`config.mk`:
```
export PLATFORM = sky130hd
export DESIGN_NAME = crc_frame_sched_flat
export DESIGN_NICKNAME = d
export VERILOG_FILES = /design/src/rtl/crc_frame_sched_if.sv /design/src/rtl/crc_frame_sched.sv /design/src/flat_wrapper.sv
export SDC_FILE = /design/constraint.sdc
export NUM_CORES = 1
export LEC_CHECK = 0
export CORE_ASPECT_RATIO = 1.2
export CORE_MARGIN = 2
export CORE_UTILIZATION = 50
export DETAILED_ROUTE_END_ITERATION = 7
export GPL_ROUTABILITY_DRIVEN = 1
export GPL_TIMING_DRIVEN = 1
export PLACE_DENSITY_LB_ADDON = 0.2
export RECOVER_POWER = 25
export SLEW_MARGIN = 20
export SYNTH_ARGS = -nofsm -noshare
export SYNTH_HDL_FRONTEND = slang
export SYNTH_SLANG_ARGS = --single-unit
```
`constraint.sdc`:
```
create_clock -name clk -period 6.5 [get_ports clk]
set_input_delay 0.975 -clock clk [delete_from_list [all_inputs] [get_ports clk]]
set_output_delay 0.975 -clock clk [all_outputs]
set_load 0.005 [all_outputs]
```
`src/rtl/crc_frame_sched_if.sv`:
```
// Handshake bundle between the per-channel sources, the CRC frame scheduler
// and the downstream byte stream.
interface crc_frame_sched_if #(
  parameter int unsigned NUM_REQ = 4
);
  localparam int unsigned RW = $clog2(NUM_REQ);

  logic [NUM_REQ-1:0]   req_valid;
  logic [NUM_REQ*8-1:0] req_data;
  logic [NUM_REQ-1:0]   req_ready;
  logic [7:0]           out_data;
  logic                 out_valid;
  logic                 out_ready;
  logic                 out_last;
  logic [RW-1:0]        out_src;
  logic                 busy;
  logic                 frame_done;

  modport master (
    input  req_valid, req_data, out_ready,
    output req_ready, out_data, out_valid, out_last, out_src, busy, frame_done
  );

  modport slave (
    output req_valid, req_data, out_ready,
    input  req_ready, out_data, out_valid, out_last, out_src, busy, frame_done
  );
endinterface

```
`src/rtl/crc_frame_sched.sv`:
```
// Round-robin scheduler sharing one CRC-8 engine between NUM_REQ byte sources;
// emits PAYLOAD_BYTES forwarded bytes followed by their CRC-8 per frame.
module crc_frame_sched #(
  parameter int unsigned NUM_REQ       = 4,
  parameter int unsigned PAYLOAD_BYTES = 7,
  parameter logic [7:0]  POLY          = 8'h07,
  parameter logic [7:0]  INIT          = 8'h00
) (
  input  logic              clk,
  input  logic              reset,
  crc_frame_sched_if.master bus
);
  localparam int unsigned RW       = $clog2(NUM_REQ);
  localparam logic [7:0]  LAST_IDX = 8'(PAYLOAD_BYTES - 1);
  localparam logic [RW-1:0] LAST_REQ = RW'(NUM_REQ - 1);

  typedef enum logic [1:0] {IDLE, PAYLOAD, CRC} state_t;

  state_t        state, state_nxt;
  logic [RW-1:0] grant, grant_nxt;
  logic [RW-1:0] last_grant, last_grant_nxt;
  logic [RW-1:0] rr_pick;
  logic          rr_hit;
  logic [7:0]    crc, crc_nxt;
  logic [7:0]    byte_cnt, byte_cnt_nxt;
  logic          frame_done_q, frame_done_nxt;
  logic          cur_valid;
  logic [7:0]    cur_byte;

  logic [NUM_REQ-1:0] ready_c;
  logic               out_valid_c;
  logic [7:0]         out_data_c;
  logic               out_last_c;

  // One byte folded into the running CRC, MSB first, non-reflected.
  function automatic logic [7:0] crc8_step(input logic [7:0] c_in, input logic [7:0] d);
    logic [7:0] c;
    c = c_in ^ d;
    for (int b = 0; b < 8; b++) begin
      if (c[7]) c = {c[6:0], 1'b0} ^ POLY;
      else      c = {c[6:0], 1'b0};
    end
    return c;
  endfunction

  assign cur_valid = bus.req_valid[grant];
  assign cur_byte  = bus.req_data[{grant, 3'b000} +: 8];

  // Scan from last_grant+1 upward; the lowest offset with a request wins.
  always_comb begin
    int unsigned   idx;
    logic [RW-1:0] idx_r;
    rr_pick = last_grant;
    rr_hit  = 1'b0;
    idx     = 0;
    idx_r   = '0;
    for (int unsigned i = NUM_REQ; i >= 1; i--) begin
      idx = 32'(last_grant) + i;
      if (idx >= NUM_REQ) idx = idx - NUM_REQ;
      idx_r = RW'(idx);
      if (bus.req_valid[idx_r]) begin
        rr_pick = idx_r;
        rr_hit  = 1'b1;
      end
    end
  end

  always_ff @(posedge clk) begin
    if (reset) state <= IDLE;
    else       state <= state_nxt;
  end

  always_comb begin
    state_nxt      = state;
    grant_nxt      = grant;
    last_grant_nxt = last_grant;
    crc_nxt        = crc;
    byte_cnt_nxt   = byte_cnt;
    frame_done_nxt = 1'b0;
    ready_c        = '0;
    out_valid_c    = 1'b0;
    out_data_c     = 8'h00;
    out_last_c     = 1'b0;

    unique case (state)
      IDLE: begin
        if (rr_hit) begin
          grant_nxt    = rr_pick;
          crc_nxt      = INIT;
          byte_cnt_nxt = 8'h00;
          state_nxt    = PAYLOAD;
        end
      end
      PAYLOAD: begin
        out_valid_c    = cur_valid;
        out_data_c     = cur_valid ? cur_byte : 8'h00;
        ready_c[grant] = bus.out_ready;
        if (cur_valid && bus.out_ready) begin
          crc_nxt      = crc8_step(crc, cur_byte);
          byte_cnt_nxt = byte_cnt + 8'd1;
          if (byte_cnt == LAST_IDX) state_nxt = CRC;
        end
      end
      CRC: begin
        out_valid_c = 1'b1;
        out_data_c  = crc;
        out_last_c  = 1'b1;
        if (bus.out_ready) begin
          last_grant_nxt = grant;
          frame_done_nxt = 1'b1;
          state_nxt      = IDLE;
        end
      end
      default: state_nxt = IDLE;
    endcase
  end

  // Reset aborts any frame and restores requester 0 priority.
  always_ff @(posedge clk) begin
    if (reset) begin
      grant        <= '0;
      last_grant   <= LAST_REQ;
      crc          <= INIT;
      byte_cnt     <= 8'h00;
      frame_done_q <= 1'b0;
    end else begin
      grant        <= grant_nxt;
      last_grant   <= last_grant_nxt;
      crc          <= crc_nxt;
      byte_cnt     <= byte_cnt_nxt;
      frame_done_q <= frame_done_nxt;
    end
  end

  assign bus.req_ready  = ready_c;
  assign bus.out_valid  = out_valid_c;
  assign bus.out_data   = out_data_c;
  assign bus.out_last   = out_last_c;
  assign bus.out_src    = grant;
  assign bus.busy       = (state != IDLE);
  assign bus.frame_done = frame_done_q;
endmodule
```
`src/flat_wrapper.sv`:
```
// flat-port wrapper written by rule: the top's interface ports become plain ports
module crc_frame_sched_flat 
#(
  parameter int unsigned NUM_REQ       = 4,
  parameter int unsigned PAYLOAD_BYTES = 7,
  parameter logic [7:0]  POLY          = 8'h07,
  parameter logic [7:0]  INIT          = 8'h00
)
  (clk, reset, bus_req_valid, bus_req_data, bus_out_ready, bus_req_ready, bus_out_data, bus_out_valid, bus_out_last, bus_out_src, bus_busy, bus_frame_done);
  crc_frame_sched_if #(.NUM_REQ(NUM_REQ)) bus_i ();
  input  logic clk;
  input  logic reset;
  input wire logic [$bits(bus_i.req_valid)-1:0] bus_req_valid;
  input wire logic [$bits(bus_i.req_data)-1:0] bus_req_data;
  input wire logic [$bits(bus_i.out_ready)-1:0] bus_out_ready;
  output wire logic [$bits(bus_i.req_ready)-1:0] bus_req_ready;
  output wire logic [$bits(bus_i.out_data)-1:0] bus_out_data;
  output wire logic [$bits(bus_i.out_valid)-1:0] bus_out_valid;
  output wire logic [$bits(bus_i.out_last)-1:0] bus_out_last;
  output wire logic [$bits(bus_i.out_src)-1:0] bus_out_src;
  output wire logic [$bits(bus_i.busy)-1:0] bus_busy;
  output wire logic [$bits(bus_i.frame_done)-1:0] bus_frame_done;
  assign bus_i.req_valid = bus_req_valid;
  assign bus_i.req_data = bus_req_data;
  assign bus_i.out_ready = bus_out_ready;
  assign bus_req_ready = bus_i.req_ready;
  assign bus_out_data = bus_i.out_data;
  assign bus_out_valid = bus_i.out_valid;
  assign bus_out_last = bus_i.out_last;
  assign bus_out_src = bus_i.out_src;
  assign bus_busy = bus_i.busy;
  assign bus_frame_done = bus_i.frame_done;
  crc_frame_sched #(.NUM_REQ(NUM_REQ), .PAYLOAD_BYTES(PAYLOAD_BYTES), .POLY(POLY), .INIT(INIT)) u_core (.clk(clk), .reset(reset), .bus(bus_i));
endmodule
```
# Word level (Yosys, flattened, before mapping)
# Index checks and enable logic that the tools add are counted.
[totals] word_cells=116 output_inout_bits=18 regBits=23
[op_classes] n_addsub=9 n_eq_ne=7 n_bitwise=11 n_lt_le_gt_ge=10 n_reduce_logical=10 shifts=1 mux=62
[ops] operator="$mux 8" n=18
[ops] operator="$pmux 8 s2" n=3
[ops] operator="$shiftx 32x6->8" n=1
[ops] operator="$mux 2" n=12
[ops] operator="$mux 3" n=8
[ops] operator="$not 3->3" n=8
[ops] operator="$lt 2x3->1 const B" n=5
[ops] operator="$mux 1" n=12
[ops] operator="$bmux 1 s2" n=5
[ops] operator="$ge 3x3->1 const B" n=3
[ops] operator="$add 8x1->8 const B" n=1
[ops] operator="$eq 8x3->1 const B" n=1
[ops] operator="$sub 2x1->2 const B" n=4
[ops] operator="$xor 8x8->8" n=1
[ops] operator="$add 2x2->3 const B" n=2
[ops] operator="$ne 2x1->1 const B" n=3
[ops] operator="$pmux 2 s3" n=1
[ops] operator="$add 2x3->4 const B" n=1
[ops] operator="$and 4x4->4" n=1
[ops] operator="$ge 4x3->1 const B" n=1
[ops] operator="$mux 4" n=1
[ops] operator="$reduce_and 2->1" n=2
[ops] operator="$reduce_and 4->1" n=1
[ops] operator="$reduce_bool 2->1" n=2
[ops] operator="other kinds (12)" n=13

# Longest topological paths before layout
[logic_depth] ltp_word=34 depth_mapped=8 depth_no_buf=8

# Worst setup path before layout
# No wires, ideal clock.
[synth_path] kind="input -> output" startpoint="input bus_req_valid[3]" endpoint="output bus_out_data[0]" slack_ns=3.719 path_buffers=1 cell_stages=6 required_time_ns=5.525 t_arrival_ns=1.806 path_cell_list="mux2i_1 > mux2i_1 > and2_1 > clkbuf_1 > a22oi_1 > nor2b_1"
[synth_between] elab_chain_len=4
[synth_lines] item="start: declaration" line_no="flat_wrapper.sv:13" text="input wire logic [$bits(bus_i.req_valid)-1:0] bus_req_valid;"
[synth_lines] item="$bmux 1 s2" line_no="crc_frame_sched.sv:46" text="assign cur_valid = bus.req_valid[grant];"
[synth_lines] item="$mux 1 (implied by the code)" line_no="crc_frame_sched.sv:46"
[synth_lines] item="$mux 8" line_no="crc_frame_sched.sv:96" text="out_data_c = cur_valid ? cur_byte : 8'h00;"
[synth_lines] item="$pmux 8 s2" line_no="crc_frame_sched.sv:85" text="unique case (state)"
[synth_lines] item="end: declaration" line_no="flat_wrapper.sv:17" text="output wire logic [$bits(bus_i.out_data)-1:0] bus_out_data;"
# Every way passes these cells. The select of a mux whose other input is x is not followed.

# Final worst setup path
[layout_path] startpoint="input bus_req_valid[1]" endpoint="output bus_out_data[2]"
# Same word-level chain as after synthesis.

==> results.py <==
metrics = {
    "cts": {
        "post-cts-setup-buffer-count": 0,
        "clock_insertion_delay_worst_skew_ns": 0.26,
        "tritoncts": "yes",
        "cts_hold_repair.buffers": 0,
        "numCtsBuffers": 3,
        "cts.clk_slew.worst_paths_ns": 0.08,
        "cts_root_buffer": "sky130_fd_sc_hd__clkbuf_8",
        "h_tree_level_count": 1,
        "clkSinkCount": 23,
        "post_cts_resized": 0,
        "clock_path_buffers": 2,
    },
    "route": {
        "detail-route-antenna-nets": 0,
        "routed_wl_mm": 4.223,
        "num_vias": 1603,
        "drt_pass1_iterations": 4,
        "drt_drc_violations_left": 0,
        "vias_per_cell": 5.664,
        "first_iter_violations": 47,
        "routedWlPerCell_um": 14.92,
    },
    "global_route": {
        "antenna_found_initial": 0,
        "grt_remaining_overflow": 0,
        "grt.met3_usage": 0.02647,
        "grt.busiest_layer": "met2",
        "met2_use_gr": 0.4347,
        "grt_pass1_vias": 1531,
        "grt_util_met1": 0.2726,
        "grt_start_max_net_pins": 16,
        "grtUsageTotal": 0.2314,
        "grt_pass1_wl_mm": 6.955,
    },
    "power_and_ir_drop": {
        "fin_total_pwr_w": 0.0007586,
        "power_report.internal_total_w": 0.0004423,
        "vdd_ir_drop_max_uv": 232.3,
        "share_seq_of_total_power": 0.267,
        "clkPwrFrac": 0.117,
        "switchingPower_w": 0.0003163,
        "powerDensity_mw_per_mm2": 324.0,
        "comb_power_share": 0.616,
        "leakage_nw": 0.8399,
        "power.switching_fraction": 0.4170,
    },
    "hold_path": {
        "worst_hold_class": "register to register",
        "hold_path.startpoint": "u_core.last_grant[0]",
    },
    "yosys": {
        "post_synth_xor_area_fraction": 0.1655,
        "area_of_the_mapped_netlist_mm2": 0.001724,
        "synth_seq_area_share": 0.2671,
        "synthesis.area_per_instance_um2": 8.933,
        "postSynthNetCount": 238,
        "yosysUniqueCellTypes": 41,
        "synth-simple-area-share": 0.2119,
        "postSynth.asyncResetShare": 0,
        "number_of_warnings_printed_during_yosys_synthesis": 0,
        "synth-adder-area-share": 0.04354,
        "synth_seq_cells": 23,
        "postSynth.topFlopCell": "sky130_fd_sc_hd__dfxtp_1",
        "muxShareOfSynthArea": 0.1393,
        "synth_compound_gate_area_share": 0.1350,
        "synthesis.instances": 193,
        "main_combinational_cell_family_by_area_after_synthesis": "simple AND/OR/NAND/NOR gates",
        "synth_enable_flop_cells": 0,
    },
    "layout": {
        "post_route_cells_drive_above_1_share": 0.05691,
        "finish.utilization": 0.7074,
        "syn_to_final_growth_pct": 35.78,
        "antenna_cells_inserted": 0,
        "final_net_count": 292,
    },
    "place": {
        "dpl.hpwl_mm": 3.307,
        "io_buffer_count": 56,
        "routability_driven_placement_congestion_ratio": 0.8192,
    },
    "timing": {
        "period_share": 0.6197,
        "tightest_slew_ns": 0.8528,
        "setup_tns_ns": 0,
        "rsz0062_at_grt": "no",
        "final_max_slew_viol_count": 0,
        "max_clock_freq_ghz": 0.2482,
        "max_slew_margin": 0.4307,
        "timing.final.crit_period_ns": 4.028,
        "hold_viol_final": 0,
        "setup_viol": 0,
        "holdWs_ns": 0.5257,
        "clock_skew_ns": 0.008073,
    },
    "worst_setup_path": {
        "crit_arrival_ns": 3.05,
        "crit-reg2reg-launch": "u_core.bus.out_src[0]",
        "worstSetupPathType": "input pin to primary output",
        "ff2ff_path_depth": 6,
        "worst_flop_to_flop_path_endpoint": "u_core.crc[2]",
        "cp_data_required_time_ns": 5.52,
        "worstSetupEndpointType": "primary output",
        "reg2reg_setup_slack_ns": 3.60,
        "critical_path.startpoint": "bus_req_valid[1]",
        "critPathLaunchType": "input pin",
        "critPathCapture": "bus_out_data[2]",
        "critical_path_fanouts_max": 9,
    },
    "floorplan": {
        "floorplan.die_area_mm2": 0.003936,
        "start_util": 0.5210,
        "fp.dieW_um": 57.61,
        "floorplan.rows": 23,
        "chipHeight_um": 68.33,
        "floorplan.core_area_mm2": 0.003309,
        "ios": 57,
    },
    "status": {
        "outcome": "complete, no violations",
    },
    "flow_run": {
        "maxCapViolCount": 0,
    },
}
[worst max-delay path, stage by stage]
cell and delay [ns]:
sky130_fd_sc_hd__dlygate4sd3_1 0.61, sky130_fd_sc_hd__mux2i_1 0.13, sky130_fd_sc_hd__mux2i_1 0.21, sky130_fd_sc_hd__and2_1 0.37, sky130_fd_sc_hd__a22oi_1 0.11, sky130_fd_sc_hd__nor2b_1 0.14, sky130_fd_sc_hd__clkdlybuf4s50_1 0.51
[state kept, by name, indices dropped and copies added (netlist names)]
name / cells
u_core.bus.frame_done: 1
u_core.bus.out_src: 2
u_core.byte_cnt: 8
u_core.crc: 8
u_core.last_grant: 2
u_core.state: 2
[worst min path at each step]
| stage | end | slack [ns] | depth (start not counted) |
|---|---|---|---|
| after CTS | u_core.last_grant[1] | 0.53 | 2 |
| after floorplan | u_core.last_grant[0] | 0.48 | 2 |
| after global routing | u_core.last_grant[0] | 0.55 | 2 |
| after detailed placement | u_core.byte_cnt[7] | 0.51 | 2 |
| final | u_core.last_grant[0] | 0.53 | 2 |
| after global placement | u_core.byte_cnt[7] | 0.49 | 2 |
[cells in the mapped netlist, types with 2 or more instances]
cell                        n  share of area
sky130_fd_sc_hd__nor2_1    25          0.054
sky130_fd_sc_hd__dfxtp_1   23           0.27
sky130_fd_sc_hd__xor2_1    13          0.066
sky130_fd_sc_hd__nand2_1   12          0.026
sky130_fd_sc_hd__a22oi_1   11          0.048
sky130_fd_sc_hd__xnor2_1   10          0.051
sky130_fd_sc_hd__inv_1      8          0.017
sky130_fd_sc_hd__mux4_2     8           0.10
sky130_fd_sc_hd__nand3_1    8          0.023
sky130_fd_sc_hd__nor2b_1    8          0.029
sky130_fd_sc_hd__ha_1       6          0.044
sky130_fd_sc_hd__mux2i_1    6          0.035
sky130_fd_sc_hd__a31oi_1    4          0.015
sky130_fd_sc_hd__clkbuf_1   4         0.0087
sky130_fd_sc_hd__nand4_1    4          0.015
sky130_fd_sc_hd__o21ai_0    4          0.012
sky130_fd_sc_hd__or3_1      4          0.015
sky130_fd_sc_hd__a21oi_1    3         0.0087
sky130_fd_sc_hd__and3_1     3          0.011
sky130_fd_sc_hd__nand2b_1   3          0.011
sky130_fd_sc_hd__a211oi_1   2         0.0087
sky130_fd_sc_hd__and2_1     2         0.0073
sky130_fd_sc_hd__o21a_1     2         0.0087
sky130_fd_sc_hd__o21ai_1    2         0.0058
sky130_fd_sc_hd__xnor2_2    2          0.019
[routing by layer]
layer,vias to the layer above,wire (µm)
met5,-,0
met4,0,25
met3,2,236
met2,45,2214
met1,753,1746
li1,803,-
[kinds of logic after synthesis]
group / after synthesis
simple gates: 74
buf+inv: 15
fa+ha+maj: 6
mux: 14
compound gates: 34
xor+xnor: 27
flops: 23
[power by group through the flow]
stage,clock network [W],logic (W),registers (W)
floorplan,0,0.000364,0.000181
global placement,0,0.000463,0.000205
detailed placement,0,0.000470,0.000207
CTS,0.0000894,0.000473,0.000203
global route,0.0000955,0.000510,0.000209
finish,0.0000886,0.000467,0.000203
[cell type report]
type,instances,area [µm²]
Sequential cell,23,460.4
Clock buffer,4,45.04
Fill cell,267,968.4
Multi-Input combinational cell,155,1199
Timing Repair Buffer,56,560.5
Inverter,8,30.03
Tap cell,37,46.29
[cells in the final DEF, fill, tap and decap left out, drive strengths merged, types with 5 or more instances in the layout]
cell           netlist  layout
xor2                13      13
nand3                8       8
dfxtp               23      23
dlygate4sd3          0       5
o21ai                6       6
clkdlybuf4s50        0      51
nor2                25      25
mux2i                6       6
nor2b                8       8
nand2               12      12
xnor2               13      13
a22oi               11      11
mux4                 8       8
ha                   6       6
inv                  8       8
[per-stage QoR]
stage / setup WS, ns / instances / instance area, µm²
6_report: 2.472 / 283 / 2341
5_1_grt: 2.278 / 283 / 2341
4_1_cts: 2.525 / 283 / 2341
3_5_place_dp: 2.540 / 279 / 2296
3_3_place_gp: 2.587 / 279 / 2296
2_1_floorplan: 3.719 / 193 / 1724
Power figures use the tool's default switching activity.
